`config.mk`:
```
export PLATFORM = sky130hd
export DESIGN_NAME = pipe_stage_skid
export DESIGN_NICKNAME = d
export VERILOG_FILES = /design/src/rtl/pipe_stage_skid.sv
export SDC_FILE = /design/constraint.sdc
export NUM_CORES = 1
export LEC_CHECK = 0
export ABC_CLOCK_PERIOD_IN_PS = 2150
export BUFFER_PORTS_ARGS = -buffer_cell sky130_fd_sc_hd__buf_2
export CAP_MARGIN = 25
export CORE_MARGIN = 2
export CORE_UTILIZATION = 38
export DETAILED_ROUTE_END_ITERATION = 6
export PLACE_DENSITY_LB_ADDON = 0.15
export SYNTH_ARGS = -nofsm -noshare
export SYNTH_HDL_FRONTEND = slang
export SYNTH_SLANG_ARGS = --single-unit
export TNS_END_PERCENT = 5
```
`constraint.sdc`:
```
create_clock -name clk -period 2.15 [get_ports clk]
set_input_delay 0.1075 -clock clk [delete_from_list [all_inputs] [get_ports clk]]
set_output_delay 0.1075 -clock clk [all_outputs]
set_load 0.05 [all_outputs]
```
`src/rtl/pipe_stage_skid.sv`:
```
// Elastic inter-stage pipeline register with a 2-entry skid buffer.
// M drives the outputs and S absorbs one extra word under backpressure.
// A synchronous flush squashes held entries into NOPs, and a saturating
// counter records the cycles in which the consumer was ready but idle.
module pipe_stage_skid #(
    parameter int unsigned          CTRL_W   = 8,
    parameter logic [CTRL_W-1:0]    NOP_CTRL = '0,
    parameter int unsigned          DATA_W   = 32,
    parameter int unsigned          NUM_DATA = 3,
    parameter int unsigned          ADDR_W   = 5,
    parameter int unsigned          NUM_ADDR = 3,
    parameter int unsigned          CNT_W    = 16
) (
    input  logic                         clk,
    input  logic                         rst,
    input  logic                         flush,
    input  logic                         in_valid,
    output logic                         in_ready,
    input  logic [CTRL_W-1:0]            in_ctrl,
    input  logic [NUM_DATA*DATA_W-1:0]   in_data,
    input  logic [NUM_ADDR*ADDR_W-1:0]   in_addr,
    output logic                         out_valid,
    input  logic                         out_ready,
    output logic [CTRL_W-1:0]            out_ctrl,
    output logic [NUM_DATA*DATA_W-1:0]   out_data,
    output logic [NUM_ADDR*ADDR_W-1:0]   out_addr,
    output logic [1:0]                   occupancy,
    output logic [CNT_W-1:0]             bubble_cnt
);

    typedef enum logic [1:0] {
        ST_EMPTY = 2'd0,
        ST_ONE   = 2'd1,
        ST_FULL  = 2'd2
    } state_t;

    state_t                       r_state;
    state_t                       w_next_state;

    logic [CTRL_W-1:0]            r_m_ctrl;
    logic [NUM_DATA*DATA_W-1:0]   r_m_data;
    logic [NUM_ADDR*ADDR_W-1:0]   r_m_addr;
    logic [CTRL_W-1:0]            r_s_ctrl;
    logic [NUM_DATA*DATA_W-1:0]   r_s_data;
    logic [NUM_ADDR*ADDR_W-1:0]   r_s_addr;
    logic [CNT_W-1:0]             r_bubble_cnt;

    logic                         w_accept;
    logic                         w_emit;
    logic                         w_load_m_in;
    logic                         w_load_m_s;
    logic                         w_load_s_in;

    // in_ready and out_valid decode only the state register, so neither
    // depends combinationally on in_valid or out_ready.
    assign in_ready   = (r_state != ST_FULL);
    assign out_valid  = (r_state != ST_EMPTY);
    assign w_accept   = in_valid && in_ready;
    assign w_emit     = out_valid && out_ready;

    assign out_ctrl   = out_valid ? r_m_ctrl : NOP_CTRL;
    assign out_data   = r_m_data;
    assign out_addr   = r_m_addr;
    assign occupancy  = r_state;
    assign bubble_cnt = r_bubble_cnt;

    // State register
    always_ff @(posedge clk) begin
        if (rst) begin
            r_state <= ST_EMPTY;
        end else begin
            r_state <= w_next_state;
        end
    end

    // Next state and register-load selects; flush completes the handshake
    // but suppresses every load, so the accepted word is dropped.
    always_comb begin
        w_next_state = r_state;
        w_load_m_in  = 1'b0;
        w_load_m_s   = 1'b0;
        w_load_s_in  = 1'b0;
        unique case (r_state)
            ST_EMPTY: begin
                if (w_accept) begin
                    w_next_state = ST_ONE;
                    w_load_m_in  = 1'b1;
                end
            end
            ST_ONE: begin
                if (w_accept && w_emit) begin
                    w_load_m_in  = 1'b1;
                end else if (w_accept) begin
                    w_next_state = ST_FULL;
                    w_load_s_in  = 1'b1;
                end else if (w_emit) begin
                    w_next_state = ST_EMPTY;
                end
            end
            ST_FULL: begin
                if (w_emit) begin
                    w_next_state = ST_ONE;
                    w_load_m_s   = 1'b1;
                end
            end
            default: w_next_state = ST_EMPTY;
        endcase
        if (flush) begin
            w_next_state = ST_EMPTY;
            w_load_m_in  = 1'b0;
            w_load_m_s   = 1'b0;
            w_load_s_in  = 1'b0;
        end
    end

    // Main and skid payload registers; loaded only on the selects above
    always_ff @(posedge clk) begin
        if (rst) begin
            r_m_ctrl <= '0;
            r_m_data <= '0;
            r_m_addr <= '0;
            r_s_ctrl <= '0;
            r_s_data <= '0;
            r_s_addr <= '0;
        end else begin
            if (w_load_m_in) begin
                r_m_ctrl <= in_ctrl;
                r_m_data <= in_data;
                r_m_addr <= in_addr;
            end else if (w_load_m_s) begin
                r_m_ctrl <= r_s_ctrl;
                r_m_data <= r_s_data;
                r_m_addr <= r_s_addr;
            end
            if (w_load_s_in) begin
                r_s_ctrl <= in_ctrl;
                r_s_data <= in_data;
                r_s_addr <= in_addr;
            end
        end
    end

    // Saturating bubble counter: consumer ready but nothing presented
    always_ff @(posedge clk) begin
        if (rst) begin
            r_bubble_cnt <= '0;
        end else if (out_ready && !out_valid && (r_bubble_cnt != '1)) begin
            r_bubble_cnt <= r_bubble_cnt + 1'b1;
        end
    end

endmodule

```
==> results.yml <==
critical_path:
  critPathKind: "flop to flop"
  cp_data_required_time_ps: 2570
  timing.rr.start: "bubble_cnt[0]"
  cp_cell_sequence: "ha_1 -> nand3_1 -> or3_4 -> nor4_2 -> mux2_1"
  critPathMaxFanout: 7
  critPathTopFamily: "simple AND/OR/NAND/NOR gates"
  arrival_ps: 2310
  worst_path_max_delay_cell: "or3_4"
  cp-start-kind: "flop"
  cp-startpoint: "bubble_cnt[0]"
  cp_slowest_stage_delay_ps: 450
  cp.buffers_inverters: 0
  end_kind: "flop"
cells_and_area:
  n_antenna_cell: 0
  area_delta_synth_final_pct: 39.7
  nNetsFinal: 1627
  fillCellCount: 2367
  instances_no_fill: 1852
  drive_gt1_frac: 0.223
floorplanning:
  num_rows: 58
  start_util: 0.383
  die_area_um2: 26400
  core-area_um2: 25000
  ios: 263
  die_w_um: 163
  die_y_um: 163
sta:
  min_period_over_period: 0.880
  hold_violations: 0
  rsz0062_at_grt: "false"
  fmax_ghz: 0.529
  maxSlewViolCount: 0
  setup_viol: 0
  maxSlewHeadroom: 0.576
  fin_crit_ps: 1890
  worst_pin_slew_ps: 636
  clock_skew_ps: 11.3
  tns_ps: 0
  whs_ps: 31.7
synthesis:
  async_reset_ff_frac: 0
  ys_types: 37
  ys_ff_latch: 256
  synth_edf_count: 0
  synth_area_um2: 9560
  synthCells: 1166
  synth_nets: 1291
  synth-main-ff-cell: "dfxtp_1"
  yosys_warnings: 0
  yosysSeqAreaShare: 0.536
  syn_avg_cell_area_um2: 8.20
routing:
  final_antenna_net_count: 0
  initialDrtViolationCount: 615
  first_pass_iters: 6
  wl_per_cell_um: 15.0
  wl_um: 27700
  viasPerCell: 5.04
  num_vias: 9329
  drc_errors: 0
global_routing:
  grt_pass1_vias: 8688
  antenna_found_initial: 0
  grt_max_degree: 120
  grt_pass1_wl_um: 44100
  overflow: 0
  track_usage: 0.200
min_path:
  worstHoldStart: "in_valid"
  timing.hold.worst.class: "primary input to flop"
clock_network:
  clock_latency_ps: 530
  post_cts_buffers: 0
  cts_root_buf: "clkbuf_16"
  cts.repair.resized: 0
  path_clk_slew_ps: 60
  tritoncts: "built"
  numCtsBuffers: 28
  holdBufCountCts: 121
  cts.sinks: 256
  ctsHtreeMaxLevel: 1
  cts.path.max_buffers: 3
pwr:
  p_total_mw: 11.0
  ir_worst_vdd_mv: 0.512
  p_per_area_nw_per_um2: 823
  p_leak_nw: 5.22
run:
  maxCapViolations: 0
place:
  dp_hpwl_um: 16000
  place.port_buffers: 262
  dp_cells: 1681
  gp_congestion: 0.741
run_status:
  status: "complete, no violations"
## path summary, 6_finish.rpt
check	to	slack [ps]	cells past startpoint
hold / removal	occupancy[1]	30	4
hold reg to reg	out_data[61]	450	2
setup / recovery	bubble_cnt[14]	260	5
setup reg to reg	bubble_cnt[14]	260	5
## placed cells by master (no fill, tap or decap), drive strengths merged, types with 2 or more instances in the layout
master       count
nand2          364
buf            280
dfxtp          256
a21oi          252
dlygate4sd3    121
a22oi          119
clkbuf          39
nor2b           11
clkinv           9
or3              9
o21ai            7
nor2             6
nand3            5
o31ai            5
nand4            4
or4              4
inv              4
nor3             4
nand2b           3
nor3b            2
mux2i            2
bufinv           2
nor4             2
## power by group
| group | switching, mW | total, mW | internal [mW] |
|---|---|---|---|
| combinational | 0.823 | 1.27 | 0.444 |
| clock | 1.91 | 4.78 | 2.86 |
| sequential | 0.0661 | 4.94 | 4.88 |
| total | 2.80 | 11.0 | 8.18 |
## worst min-delay path, stage by stage
cell	delay [ps]
buf_2	120
nor2b_1	140
nand2_1	60
a2111oi_0	80
## state kept, by name (all words and copies together), names as in the netlist
name and cells:
r_s_ctrl 8, r_s_addr 15, out_addr 15, bubble_cnt 16
occupancy 2, out_data 96, r_m_ctrl 8, r_s_data 96
## kinds of logic (layout without fill, tap and decap cells)
| logic type | Yosys count | in the layout | share of synthesized area |
|---|---|---|---|
| flip-flops | 256 | 256 | 0.536 |
| AO/OA/AOI/OAI | 386 | 386 | 0.236 |
| XOR/XNOR | 1 | 1 | 0.000917 |
| buffers and inverters | 99 | 455 | 0.0414 |
| AND/OR/NAND/NOR | 420 | 420 | 0.181 |
| multiplexers | 3 | 3 | 0.00327 |
| adder cells (fa/ha/maj) | 1 | 1 | 0.00131 |
## area by class of cell
| cell class | instances | area, µm² | share of cell area |
|---|---|---|---|
| sequential | 256 | 5130 | 0.384 |
| timing repair buffer | 402 | 2800 | 0.210 |
| clock buffer | 38 | 810 | 0.0606 |
| tap | 330 | 413 | 0.0309 |
| multi-input combinational | 811 | 4080 | 0.305 |
| clock inverter | 12 | 114 | 0.00853 |
| inverter | 3 | 11.3 | 0.000843 |
## metal layers
metal  vias up  GRT usage  routed length [µm]
met1      4346      0.253               12000
li1       4681          -                   -
met2       255      0.343               13300
met4         0     0.0668                 777
met3        47     0.0407                1700
met5         -          0                   0
## cells in the mapped netlist (2+ instances only)
cell type | number | share of area
inv_1 | 3 | 0.0012
nand2_1 | 364 | 0.14
or4_1 | 4 | 0.0031
or3_1 | 6 | 0.0039
or3_2 | 2 | 0.0016
mux2i_1 | 2 | 0.0021
nor3_1 | 4 | 0.0021
nor3b_1 | 2 | 0.0016
buf_2 | 7 | 0.0037
nand4_1 | 4 | 0.0026
nand2b_1 | 3 | 0.0020
nand3_1 | 5 | 0.0026
o21ai_0 | 7 | 0.0037
nor2b_1 | 11 | 0.0072
dfxtp_1 | 256 | 0.54
a22oi_1 | 119 | 0.093
clkbuf_1 | 86 | 0.034
o31ai_1 | 5 | 0.0039
buf_6 | 2 | 0.0024
nor2_1 | 6 | 0.0024
a21oi_1 | 252 | 0.13
## stage by stage
step           cell area (µm²)  worst slack [ps]   util
6_report                 13400               258  0.535
5_1_grt                  13400               116  0.535
4_1_cts                  13400               250  0.535
3_5_place_dp             11200               256  0.449
3_3_place_gp             11200               292  0.449
2_1_floorplan             9560              17.0      -
No activity file was read; power rests on OpenSTA's default activity.
